[config.mk]
export PLATFORM = sky130hd
export DESIGN_NAME = led_seq_ctrl
export DESIGN_NICKNAME = d
export VERILOG_FILES = /design/src/rtl/led_seq_pkg.sv /design/src/rtl/led_seq_prescaler.sv /design/src/rtl/led_seq_ctrl.sv
export SDC_FILE = /design/constraint.sdc
export NUM_CORES = 1
export LEC_CHECK = 0
export ABC_AREA = 1
export BUFFER_PORTS_ARGS = -buffer_cell sky130_fd_sc_hd__buf_2
export CAP_MARGIN = 20
export CORE_MARGIN = 2
export CORE_UTILIZATION = 50
export DETAILED_ROUTE_END_ITERATION = 10
export PLACE_DENSITY = 0.77
export SLEW_MARGIN = 30
export SYNTH_ARGS = -nofsm -noshare
export SYNTH_HDL_FRONTEND = slang
export SYNTH_SLANG_ARGS = --single-unit
[constraint.sdc]
create_clock -name clk -period 3.4 [get_ports clk]
set_input_delay 0.34 -clock clk [delete_from_list [all_inputs] [get_ports clk]]
set_output_delay 0.34 -clock clk [all_outputs]
set_load 0.005 [all_outputs]
[src/rtl/led_seq_pkg.sv]
// Shared opcodes, modes and reset constants for the LED step sequencer.
package led_seq_pkg;

    typedef enum logic [2:0] {
        OP_NOP,
        OP_SET_PERIOD,
        OP_SET_PATTERN,
        OP_SET_MODE,
        OP_START,
        OP_STOP,
        OP_STEP,
        OP_RESET_SEQ
    } op_e;

    typedef enum logic [1:0] {
        MODE_ROT_L,
        MODE_ROT_R,
        MODE_BOUNCE,
        MODE_BLINK
    } mode_e;

    typedef enum logic {
        ST_RUN,
        ST_STOP
    } state_e;

    localparam int unsigned LED_SEQ_DEFAULT_PERIOD = 32'd5000000;
    localparam int unsigned LED_SEQ_RESET_PAT      = 32'd1;

endpackage

[src/rtl/led_seq_prescaler.sv]
// Step prescaler: counts clk cycles in RUN and ticks on the period boundary.
module led_seq_prescaler
    import led_seq_pkg::*;
#(
    parameter int          CNT_W          = 32,
    parameter int unsigned DEFAULT_PERIOD = LED_SEQ_DEFAULT_PERIOD
) (
    input  logic             clk,
    input  logic             rst,
    input  logic             i_run,
    input  logic             i_restart,
    input  logic             i_set_period,
    input  logic [CNT_W-1:0] i_period,
    output logic             o_tick
);

    logic [CNT_W-1:0] r_count;
    logic [CNT_W-1:0] r_period;

    // >= so that shrinking the period below the count wraps next cycle
    assign o_tick = i_run && (r_count >= r_period - CNT_W'(1));

    always_ff @(posedge clk) begin
        if (rst) begin
            r_count  <= '0;
            r_period <= CNT_W'(DEFAULT_PERIOD);
        end else begin
            if (i_set_period)
                r_period <= (i_period == '0) ? CNT_W'(1) : i_period;
            if (i_restart || !i_run || o_tick)
                r_count <= '0;
            else
                r_count <= r_count + CNT_W'(1);
        end
    end

endmodule

[src/rtl/led_seq_ctrl.sv]
// Programmable LED sequencer with valid/ready command port.
// Optional step counter output enabled by LED_SEQ_STEPCNT_EN.
module led_seq_ctrl
    import led_seq_pkg::*;
#(
    parameter int          LED_W          = 16,
    parameter int          CNT_W          = 32,
    parameter int unsigned DEFAULT_PERIOD = LED_SEQ_DEFAULT_PERIOD
) (
    input  logic             clk,
    input  logic             rst,
    input  logic             cmd_valid,
    output logic             cmd_ready,
    input  logic [2:0]       cmd_op,
    input  logic [31:0]      cmd_data,
    output logic [LED_W-1:0] led,
    output logic             running,
`ifdef LED_SEQ_STEPCNT_EN
    output logic             step_pulse,
    output logic [31:0]      step_count
`else
    output logic             step_pulse
`endif
);

    state_e           r_state, w_state_n;
    mode_e            r_mode, w_mode_n;
    op_e              r_pend_op, w_pend_op_n, w_app_op, w_op;
    logic [LED_W-1:0] r_pat, w_pat_n, r_led, w_led_n;
    logic [LED_W-1:0] r_pend_data, w_pend_data_n, w_app_data;
    logic             r_dir, w_dir_n, r_phase, w_phase_n;
    logic             r_pend, w_pend_n, r_pulse, w_pulse_n;
    logic             w_acc, w_tick, w_restart, w_step, w_app;
    logic             w_set_period, w_defer_op;

    function automatic logic [LED_W-1:0] rot_l(input logic [LED_W-1:0] p);
        return {p[LED_W-2:0], p[LED_W-1]};
    endfunction

    function automatic logic [LED_W-1:0] rot_r(input logic [LED_W-1:0] p);
        return {p[0], p[LED_W-1:1]};
    endfunction

    assign w_op         = op_e'(cmd_op);
    assign w_acc        = cmd_valid && cmd_ready;
    assign w_set_period = w_acc && (w_op == OP_SET_PERIOD);
    assign w_defer_op   = (w_op == OP_SET_PATTERN) || (w_op == OP_SET_MODE);

    led_seq_prescaler #(
        .CNT_W          (CNT_W),
        .DEFAULT_PERIOD (DEFAULT_PERIOD)
    ) u_presc (
        .clk          (clk),
        .rst          (rst),
        .i_run        (r_state == ST_RUN),
        .i_restart    (w_restart),
        .i_set_period (w_set_period),
        .i_period     (cmd_data[CNT_W-1:0]),
        .o_tick       (w_tick)
    );

    always_comb begin
        w_state_n     = r_state;
        w_pat_n       = r_pat;
        w_mode_n      = r_mode;
        w_dir_n       = r_dir;
        w_phase_n     = r_phase;
        w_pend_n      = r_pend;
        w_pend_op_n   = r_pend_op;
        w_pend_data_n = r_pend_data;
        w_pulse_n     = 1'b0;
        w_restart     = 1'b0;
        w_step        = 1'b0;
        w_app         = 1'b0;
        w_app_op      = r_pend_op;
        w_app_data    = r_pend_data;

        if (w_acc && w_op == OP_RESET_SEQ) begin
            w_state_n = ST_RUN;
            w_pat_n   = LED_W'(LED_SEQ_RESET_PAT);
            w_mode_n  = MODE_ROT_L;
            w_dir_n   = 1'b0;
            w_phase_n = 1'b0;
            w_pend_n  = 1'b0;
            w_restart = 1'b1;
        end else if (r_state == ST_RUN) begin
            if (w_acc && w_op == OP_STOP) begin
                w_state_n = ST_STOP;
                w_restart = 1'b1;
                w_app     = r_pend;
                w_pend_n  = 1'b0;
            end else if (w_acc && w_op == OP_START) begin
                w_restart = 1'b1;
            end else begin
                // a pending op consumes the boundary instead of a step
                w_app  = w_tick && r_pend;
                w_step = w_tick && !r_pend;
                if (w_app)
                    w_pend_n = 1'b0;
                if (w_acc && w_defer_op) begin
                    w_pend_n      = 1'b1;
                    w_pend_op_n   = w_op;
                    w_pend_data_n = cmd_data[LED_W-1:0];
                end
            end
        end else begin
            w_step     = w_acc && (w_op == OP_STEP);
            w_app      = w_acc && w_defer_op;
            w_app_op   = w_op;
            w_app_data = cmd_data[LED_W-1:0];
            if (w_acc && w_op == OP_START) begin
                w_state_n = ST_RUN;
                w_restart = 1'b1;
            end
        end

        if (w_app) begin
            if (w_app_op == OP_SET_PATTERN) begin
                w_pat_n = w_app_data;
            end else begin
                w_mode_n  = mode_e'(w_app_data[1:0]);
                w_dir_n   = 1'b0;
                w_phase_n = 1'b0;
            end
        end

        if (w_step) begin
            w_pulse_n = 1'b1;
            unique case (r_mode)
                MODE_ROT_L: w_pat_n = rot_l(r_pat);
                MODE_ROT_R: w_pat_n = rot_r(r_pat);
                MODE_BOUNCE: begin
                    if (!r_dir && r_pat[LED_W-1]) begin
                        w_dir_n = 1'b1;
                        w_pat_n = rot_r(r_pat);
                    end else if (r_dir && r_pat[0]) begin
                        w_dir_n = 1'b0;
                        w_pat_n = rot_l(r_pat);
                    end else begin
                        w_pat_n = r_dir ? rot_r(r_pat) : rot_l(r_pat);
                    end
                end
                default: w_phase_n = !r_phase;
            endcase
        end

        w_led_n = (w_mode_n == MODE_BLINK && w_phase_n) ? '0 : w_pat_n;
    end

    always_ff @(posedge clk) begin
        if (rst) begin
            r_state     <= ST_RUN;
            r_pat       <= LED_W'(LED_SEQ_RESET_PAT);
            r_led       <= LED_W'(LED_SEQ_RESET_PAT);
            r_mode      <= MODE_ROT_L;
            r_dir       <= 1'b0;
            r_phase     <= 1'b0;
            r_pend      <= 1'b0;
            r_pend_op   <= OP_NOP;
            r_pend_data <= '0;
            r_pulse     <= 1'b0;
        end else begin
            r_state     <= w_state_n;
            r_pat       <= w_pat_n;
            r_led       <= w_led_n;
            r_mode      <= w_mode_n;
            r_dir       <= w_dir_n;
            r_phase     <= w_phase_n;
            r_pend      <= w_pend_n;
            r_pend_op   <= w_pend_op_n;
            r_pend_data <= w_pend_data_n;
            r_pulse     <= w_pulse_n;
        end
    end

`ifdef LED_SEQ_STEPCNT_EN
    logic [31:0] r_step_count;

    always_ff @(posedge clk) begin
        if (rst || (w_acc && w_op == OP_RESET_SEQ))
            r_step_count <= '0;
        else if (w_pulse_n)
            r_step_count <= r_step_count + 32'd1;
    end

    assign step_count = r_step_count;
`endif

    assign cmd_ready  = !r_pend;
    assign led        = r_led;
    assign running    = (r_state == ST_RUN);
    assign step_pulse = r_pulse;

endmodule
* Yosys cells after proc, flatten, opt, wreduce, memory -nomap -nowiden
Index checks and enable logic that the tools add are counted.
W data, S select, Z words.
** Storage, ports and cells
- Word-level logic and storage cells :: 109
- Bits in registers :: 122
- Input bits :: 38
- Output and inout bits :: 19
** Cells by class
- Add/sub/neg operators :: 2
- Order comparisons :: 1
- Bitwise gates (word level) :: 4
- Eq/ne operators :: 12
- Reductions and logical operators :: 28
- Multiplexer cells :: 49
** Operator list (count)
- $mux W16 :: 9
- $pmux W16 S3 :: 1
- $mux W1 :: 33
- $add A32 B1 Y32 const B :: 1
- $ge A32 B32 Y1 :: 1
- $logic_not A32 Y1 :: 1
- $mux W32 :: 1
- $sub A32 B1 Y32 const B :: 1
- $logic_and A1 B1 Y1 :: 13
- $eq A3 B3 Y1 const B :: 4
- $eq A3 B2 Y1 const B :: 3
- $mux W2 :: 3
- $mux W3 :: 2
- $reduce_or A2 Y1 :: 3
- $reduce_and A5 Y1 :: 1
- $eq A2 B2 Y1 const B :: 2
- $not A1 Y1 :: 4
- $eq A3 B1 Y1 const B :: 1
- $logic_not A1 Y1 :: 3
- $logic_or A1 B1 Y1 :: 3
- $reduce_and A3 Y1 :: 1
- $reduce_bool A3 Y1 :: 1
- $reduce_or A3 Y1 :: 1
- $eq A2 B1 Y1 const B :: 1
- 2 further kinds :: 2

* Depth between registers and ports, before layout
Gate-level depths: netlist (run 1).
- Word-level depth :: 13
- Gate-level depth with buffers :: 29
- Mapped depth without buffers :: 29

* Cells and area by module
Synthesis (run 1) repeated with hierarchy kept, for this count alone.
** Unflattened totals
- Cell total of the unflattened synthesis :: 1110
- Area, all modules :: 7403.4 um^2
** Modules (own cells, without submodules)
- led_seq_prescaler :: times used 1, cells each 649, seq. area each 1281.2 um^2, area an instance 4429.2 um^2
- led_seq_ctrl :: times used 1, cells each 461, seq. area each 1161.1 um^2, area an instance 2974.1 um^2

* Least setup slack after synthesis (run 1)
No wires, ideal clock.
- Path type :: flip-flop to flip-flop
- From :: reg u_presc.r_period[0]
- To :: reg r_led[5], in the netlist led[5]
- Required time :: 3.281 ns
- Cell stages (with the launch flop) :: 28
- Library setup time :: 0.119 ns
- Slack :: 0.010 ns
- Data arrival time :: 3.271 ns
- Period minus slack after synthesis :: 3.390 ns
- Buffers on the path :: 2
- Cells stage by stage :: dfxtp_1 inv_1 ha_1 nand2_1 nor3_2 nand2_2 nor2_2 and3_1 nand3_1 nand3b_1 xnor2_1 inv_1 ha_1 nand2_1 nor2_1 nand2_1 nor2_1 nand2_1 nand2_1 nand2_1 nand2_2 buf_4 nand2_4 buf_4 nand2_1 nand3_1 nand3_1 nor2_1
** On the way
- Word-level cells in the longest chain between the ends :: 13
- Elaborated cells on any way between the ends :: 23
- Those cells by class :: add/sub: 1; order compare: 1; eq/ne: 1; mux: 15; reduce/logical: 5
** Ends and longest elaborated chain
- from (decl) :: RTL line led_seq_prescaler.sv:18 : logic [CNT_W-1:0] r_period;
- from (signal assigned) :: RTL line led_seq_prescaler.sv:26 : r_period <= CNT_W'(DEFAULT_PERIOD);
- from (signal assigned) :: RTL line led_seq_prescaler.sv:29 : r_period <= (i_period == '0) ? CNT_W'(1) : i_period;
- $sub A32 B1 Y32 (*) :: RTL line led_seq_prescaler.sv:21 : assign o_tick = i_run && (r_count >= r_period - CNT_W'(1));
- $ge A32 B32 Y1 (*) :: RTL line led_seq_prescaler.sv:21
- $logic_and A1 B1 Y1 (*) :: RTL line led_seq_prescaler.sv:21
- $logic_and A1 B1 Y1 :: RTL line led_seq_ctrl.sv:96 : w_app = w_tick && r_pend;
- $mux W1 :: RTL line led_seq_ctrl.sv:92 : end else if (w_acc && w_op == OP_START) begin
- $mux W1 :: RTL line led_seq_ctrl.sv:87 : if (w_acc && w_op == OP_STOP) begin
- $mux W1 :: RTL line led_seq_ctrl.sv:86 : end else if (r_state == ST_RUN) begin
- $mux W1 :: RTL line led_seq_ctrl.sv:78 : if (w_acc && w_op == OP_RESET_SEQ) begin
- $mux W1 :: RTL line led_seq_ctrl.sv:117 : if (w_app) begin
- $mux W1 :: RTL line led_seq_ctrl.sv:129 : unique case (r_mode)
- $mux W1 :: RTL line led_seq_ctrl.sv:127 : if (w_step) begin
- $logic_and A1 B1 Y1 :: RTL line led_seq_ctrl.sv:147 : w_led_n = (w_mode_n == MODE_BLINK && w_phase_n) ? '0 : w_pat_n;
- $reduce_or A2 Y1 (no source line)
- to (signal assigned) :: RTL line led_seq_ctrl.sv:154 : r_led <= LED_W'(LED_SEQ_RESET_PAT);
- to (signal assigned) :: RTL line led_seq_ctrl.sv:165 : r_led <= w_led_n;
- to (decl) :: RTL line led_seq_ctrl.sv:29 : logic [LED_W-1:0] r_pat, w_pat_n, r_led, w_led_n;
Mark *: on every way between the ends. The rest lies on a longest branch, timed or not.
A chain may end at the register's enable or synchronous reset.

* Worst setup path after layout (run 1)
- From :: reg u_presc.r_period[2]
- To :: reg r_led[14], in the netlist led[14]
The elaborated chain is that of the path after synthesis.

==> results.yml, run 1 <==
status:
  outcome: "finished, violations left"
  violations: "negative setup slack"
critical_path:
  worstPathMaxFanout: 6
  timing.critical_path.buf_inv: 5
  cp_slowest_stage_delay_ns: 0.33
  end_kind: "flop"
  cp-start-kind: "flop"
  crit_type: "reg2reg"
  crit_arrival_ns: 3.98
  r2r_cells: 26
  path_delay_family: "simple AND/OR/NAND/NOR gates"
  crit_cells: 26
  cpMostUsedCell: "nand2_2"
  required_ns: 3.76
  cp_slowest_cell: "dfxtp_2"
clocking:
  cts_tree: "done"
  clock_latency_ns: 0.43
  clockBufferDepth: 2
  cts_root_buf: "clkbuf_16"
  clk_pin_slew_ns: 0.06
  cts_buffers: 17
  htreeDepth: 4
  cts.sinks: 122
global_routing:
  grt-ovfl-total: 0
  first_global_vias: 6519
  grt_max_degree: 40
  grt_use_total_pct: 24.6
  antenna_found_initial: 0
  grt_pass1_wl_um: 29400
yosys:
  async_reset_ff_share_pct: 0
  synth_area_leaders: "dfxtp_1, nand2_1, nor2_1"
  syn_nets: 1106
  ys.flop_type: "dfxtp_1"
  synth_edf_count: 0
  synth-compound-area-share_pct: 11.4
  netlist_area_um2: 7080
  avgSynthCellArea_um2: 6.85
  yosys-top-cells-count: "nand2_1, nor2_1, dfxtp_1, inv_1, nand3_1"
  synth_top_cell_area_share_pct: 34.5
  yosysTopAreaCell: "dfxtp_1"
  synthMuxAreaShare_pct: 0
  synth.distinct_cells: 49
  synth_top_family_by_area: "simple AND/OR/NAND/NOR gates"
  yosys.area_share.simple_pct: 33.8
  yosysWarnings: 0
  synth_fa_ha_area_share_pct: 6.01
  synth_cells: 1034
  yosysMostFrequentCell: "nand2_1"
  ys_seq_area_share_pct: 34.5
  synth_seq_cells: 122
  synth_xor_area_share_pct: 5.07
placement:
  dpl.hpwl_um: 12600
  placed_cell_area_um2: 7820
  preCtsSetupSlack_ns: -0.211
  dp.cells: 1280
  port_buffers: 56
  gp_congestion: 0.930
die:
  die_h_um: 123
  dieArea_um2: 15100
  fp.dieW_um: 123
  num_rows: 43
  start_util_pct: 51.0
  core_area_um2: 13900
  pin_count: 57
pwr:
  p_clk_share_pct: 50.5
  p_sw_share_pct: 25.1
  irDropWorstVdd_v: 0.000359
  pwr-share-comb_pct: 8.4
  total_leakage_power_uw: 0.00400
  power.density_nw_per_um2: 399
  switching_power_uw: 903
  seqPwrFrac_pct: 41.2
  internal_power_uw: 2690
timing:
  clock.fmax_mhz: 276
  period_share_pct: 107
  clock_skew_ns: 0.0103
  worst_slew_pin_slew_ns: 1.09
  rsz0062_at_grt: "true"
  setup_slack_ns: -0.225
  slew_violations: 0
  finalHoldViolCount: 0
  worst_hold_slack_ns: 0.143
  slew-limit-headroom_pct: 27.4
  final.min_clock_period_ns: 3.63
  finalSetupViolations: 37
routing:
  drc: 0
  firstDrtPassIters: 5
  drtAntennaViolNets: 0
  drt_iter0_drc: 632
  route.vias.total: 7235
  wl_um: 19400
  wl_per_cell_um: 14.7
  vias_per_cell: 5.47
flow_run:
  max-cap-violations: 0
final_layout:
  post-route-util_pct: 64.9
  multi_input_area_um2: 4400
  regArea_um2: 2440
  final_cell_area_um2: 9000
  synthToLayoutAreaGrowth_pct: 27.2
  final.fill_count: 1101
  finalNetCount: 1202
  stdcell_count: 1323
  drive_above_1_share_pct: 22.2
  antenna_cells: 0
hold_path:
  hp-class: "in2reg"
  whs_path_depth: 3
[power by group through the flow]
stage               logic [uW]  registers (uW)  clock network, uW
global placement           261            1510                  0
CTS                        275            1480               1830
detailed placement         267            1510                  0
finish                     301            1480               1810
global route               336            1480               1890
floorplan                  167            1500                  0
[worst min-delay path: stages]
cell	delay, ns
buf_2	0.09
nand2_1	0.06
nand3_1	0.05
[cell families after synthesis]
family	Yosys count
AO/OA/AOI/OAI	139
XOR/XNOR	41
adder cells (fa/ha/maj)	34
buffers and inverters	165
flip-flops	122
AND/OR/NAND/NOR	533
[path summary, 6_finish.rpt]
check,from,slack [ns],endpoint
setup / recovery,u_presc.r_period[2],-0.23,led[14]
hold / removal,cmd_data[22],0.14,u_presc.r_period[22]
setup reg to reg,u_presc.r_period[2],-0.23,led[14]
hold reg to reg,r_pend_data[15],0.45,r_pend_data[15]
[routing by layer]
metal  GRT usage (%)  share of wire [%]  vias to the layer above
li1                -                  -                     3575
met2            40.0                 47                      340
met4            9.30                2.8                        0
met3            6.09                8.4                       56
met5               0                  0                        -
met1            31.4                 42                     3264
[stage by stage]
step | total power [uW] | TNS [ns]
final | 3590 | -4.68
after global routing | 3710 | -20.65
after CTS | 3580 | -0.447
after detailed placement | 1780 | -5.18
after global placement | 1770 | -1.76
after floorplan | 1670 | 0
[flip-flops by register name, summed over array words and instances (netlist names)]
name              count
u_presc.r_count      32
u_presc.r_period     32
led                  16
r_pat                16
r_pend_data          16
r_pend_op             3
r_mode                2
r_dir                 1
r_pend                1
r_phase               1
r_state               1
step_pulse            1
[cell usage in the layout (no fill, tap or decap), drive strengths merged, types with 3 or more instances in the layout]
cell type	instances
inv	131
o2111ai	12
o211ai	3
nand4	18
xnor2	17
nor3	31
nor3b	4
xor2	24
o21ai	42
clkbuf	23
a31oi	4
ha	34
nand3	78
dfxtp	122
nand2	244
a21oi	63
a211oi	7
nor4	11
clkinv	7
o21a	3
nor2	136
buf	108
[area by class of cell]
class | instances | share of cell area (%)
multi-input cells | 748 | 48.8
flip-flops and latches | 122 | 27.2
clock buffers | 19 | 5.03
well taps | 180 | 2.50
repair buffers | 112 | 9.52
inverters | 129 | 5.38
clock inverters | 13 | 1.58
[repair_timing]
| action | 4_1_cts | 5_1_grt |
|---|---|---|
| buffers inserted | 0 | 5 |
| hold buffers | 0 | 0 |
| pin swaps | 2 | 38 |
| gates resized for setup | 19 | 81 |
| gates cloned | 1 | 5 |
| endpoints found under the setup margin | 44 | 69 |
(Power assumes the default switching activity.)
==> run 2: changes to the inputs <==
Settings changed: PLACE_DENSITY 0.77 to 0.68, REMOVE_ABC_BUFFERS set to 1.
Clock period 3.4 ns to 3.9 ns, I/O delays scaled along.
==> run 2 against run 1 <==
Net effect:
- the run now ends clean
- combinational power is 23% lower
- register-to-register slack better by 0.42 ns
- fmax is 2.1% lower
- die area stayed put
- clock skew is 0.0012 ns lower
- critical path depth is 2 lower
- clock power is 15% lower
- routed wire length is 8.7% lower
- clock-buffer cell count is 2 higher
- worst setup slack better by 0.42 ns
- design area is 7.0% lower
- power is 15% lower
- critical endpoint is now led[4]
- largest cell class unchanged
- highest routed layer unchanged
==> results.yml, run 2 (synthesis results as in run 1) <==
routing:
  wl_per_cell_um: 13.8
  drc: 0
  drtAntennaViolNets: 0
  route.vias.total: 6823
  wl_um: 17700
  vias_per_cell: 5.30
  drt_iter0_drc: 542
  firstDrtPassIters: 5
critical_path:
  path_delay_family: "simple AND/OR/NAND/NOR gates"
  end_kind: "flop"
  r2r_start: "u_presc.r_period[2]"
  cp_slowest_cell: "dfxtp_4"
  cp-start-kind: "flop"
  worstPathMaxFanout: 7
  cp_cell_sequence: "inv_4, nand3_4, nor3_4, and2_4, nand2_4, nor2_4, nand2_2, nor2_4, nand4_4, nor3_2, xor2_1, ha_1, a21oi_1, o21a_1, nand2_1, a21oi_2, nand2_2, nand2_4, nand2_8, nand2_4, nand3_4, a21oi_4, clkbuf_16, nor2_1"
  r2r_cells: 24
  cp_slowest_stage_delay_ns: 0.36
  timing.critical_path.buf_inv: 2
  cpMostUsedCell: "nand2_4"
  reg2reg_slack_ns: 0.20
  crit_type: "reg2reg"
  required_ns: 4.22
  crit_arrival_ns: 4.02
  r2r-end: "led[4]"
die:
  fp.dieW_um: 123
  pin_count: 57
  num_rows: 43
  dieArea_um2: 15100
  die_h_um: 123
  core_area_um2: 13900
  start_util_pct: 51.0
final_layout:
  final_common_cell: "nand2_1"
  finalNetCount: 1166
  synthToLayoutAreaGrowth_pct: 18.3
  reg_top3: "u_presc.r_count x32, u_presc.r_period x32"
  final_cell_area_um2: 8380
  multi_input_area_um2: 4160
  drive_above_1_share_pct: 15.1
  layout_common_cells: "nand2_1, nor2_1, inv_1, dfxtp_1, nand3_1"
  regArea_um2: 2450
  antenna_cells: 0
  final.fill_count: 1309
clocking:
  cts_tree: "done"
  cts_root_buf: "clkbuf_16"
  cts_hold_buf: 0
  clockBufferDepth: 2
  clock_latency_ns: 0.42
  cts_buffers: 17
  clk_pin_slew_ns: 0.06
  cts.sinks: 122
  htreeDepth: 4
global_routing:
  grt_use_total_pct: 23.3
  grt-ovfl-total: 0
  first_global_vias: 5886
  grt_max_degree: 40
  antenna_found_initial: 0
  grt_pass1_wl_um: 28000
flow_run:
  max-cap-violations: 0
pwr:
  irDropWorstVdd_v: 0.000330
  power.density_nw_per_um2: 364
  total_leakage_power_uw: 0.00370
timing:
  finalHoldViolCount: 0
  period_share_pct: 95.0
  slew-limit-headroom_pct: 22.0
  rsz0062_at_grt: "true"
  slew_violations: 0
  finalSetupTns_ns: 0
  finalSetupViolations: 0
  final.min_clock_period_ns: 3.70
  worst_slew_pin_slew_ns: 1.17
  clock.fmax_mhz: 270
  clock_skew_ns: 0.00917
hold_path:
  hp-class: "in2reg"
  whs_path_depth: 3
  worstHoldStart: "cmd_data[18]"
  hold_end: "u_presc.r_period[18]"
placement:
  gp_congestion: 0.894
  placed_cell_area_um2: 7500
  dpl.hpwl_um: 12300
  port_buffers: 56
status:
  outcome: "completed"
-- run 2: power by group --
| part | total [uW] | internal, uW | leakage, uW | switching [uW] |
|---|---|---|---|---|
| logic | 233 | 83.4 | 0.00244 | 150 |
| registers | 1290 | 1270 | 0.000989 | 18.8 |
| clock network | 1530 | 919 | 0.000275 | 609 |
| total | 3050 | 2270 | 0.00370 | 778 |
-- run 2: final cells by class --
| cell class | count | share of cell area (%) |
|---|---|---|
| clock buffers | 21 | 5.50 |
| clock inverters | 11 | 1.33 |
| inverters | 129 | 5.84 |
| multi-input cells | 748 | 49.7 |
| flip-flops and latches | 122 | 29.2 |
| well taps | 180 | 2.69 |
| repair buffers | 76 | 5.74 |
-- run 2: how the worst max path moves through the flow --
stage,startpoint,end,slack (ns),cells past startpoint
2_1_floorplan,u_presc.r_period[0],led[1],0.31,24
3_3_place_gp,u_presc.r_period[2],led[1],0.15,24
3_5_place_dp,u_presc.r_period[2],led[14],0.09,26
4_1_cts,u_presc.r_period[0],led[14],0.09,26
5_1_grt,u_presc.r_period[2],led[14],-0.09,24
6_report,u_presc.r_period[2],led[4],0.20,24
-- run 2: tightest hold or removal path, stage by stage --
cell and delay, ns:
buf_2 0.12, nand2_1 0.06, nand3_1 0.05
-- run 2: metrics by stage --
step	setup WS, ns	hold WS, ns	cells	util (%)	total power, uW
detailed placement	0.0934	0.438	1244	54.0	1530
global route	-0.0898	0.232	1287	60.3	3170
finish	0.196	0.229	1287	60.3	3050
global placement	0.148	0.435	1244	54.0	1530
CTS	0.0857	0.205	1276	58.1	3060
floorplan	0.314	0.424	998	-	1450
-- run 2: routing by layer --
layer | part of all wire [%] | routed length, um | vias up | track usage [%]
li1 | - | - | 3518 | -
met1 | 49 | 8600 | 3091 | 33.8
met2 | 44 | 7740 | 194 | 34.2
met3 | 6.3 | 1120 | 20 | 4.98
met4 | 1.5 | 257 | 0 | 8.10
met5 | 0 | 0 | - | 0
-- run 2: repair_timing --
action / 4_1_cts / 5_1_grt
endpoints found under the setup margin: 0 / 43
gates resized for setup: 0 / 46
buffers inserted: 0 / 9
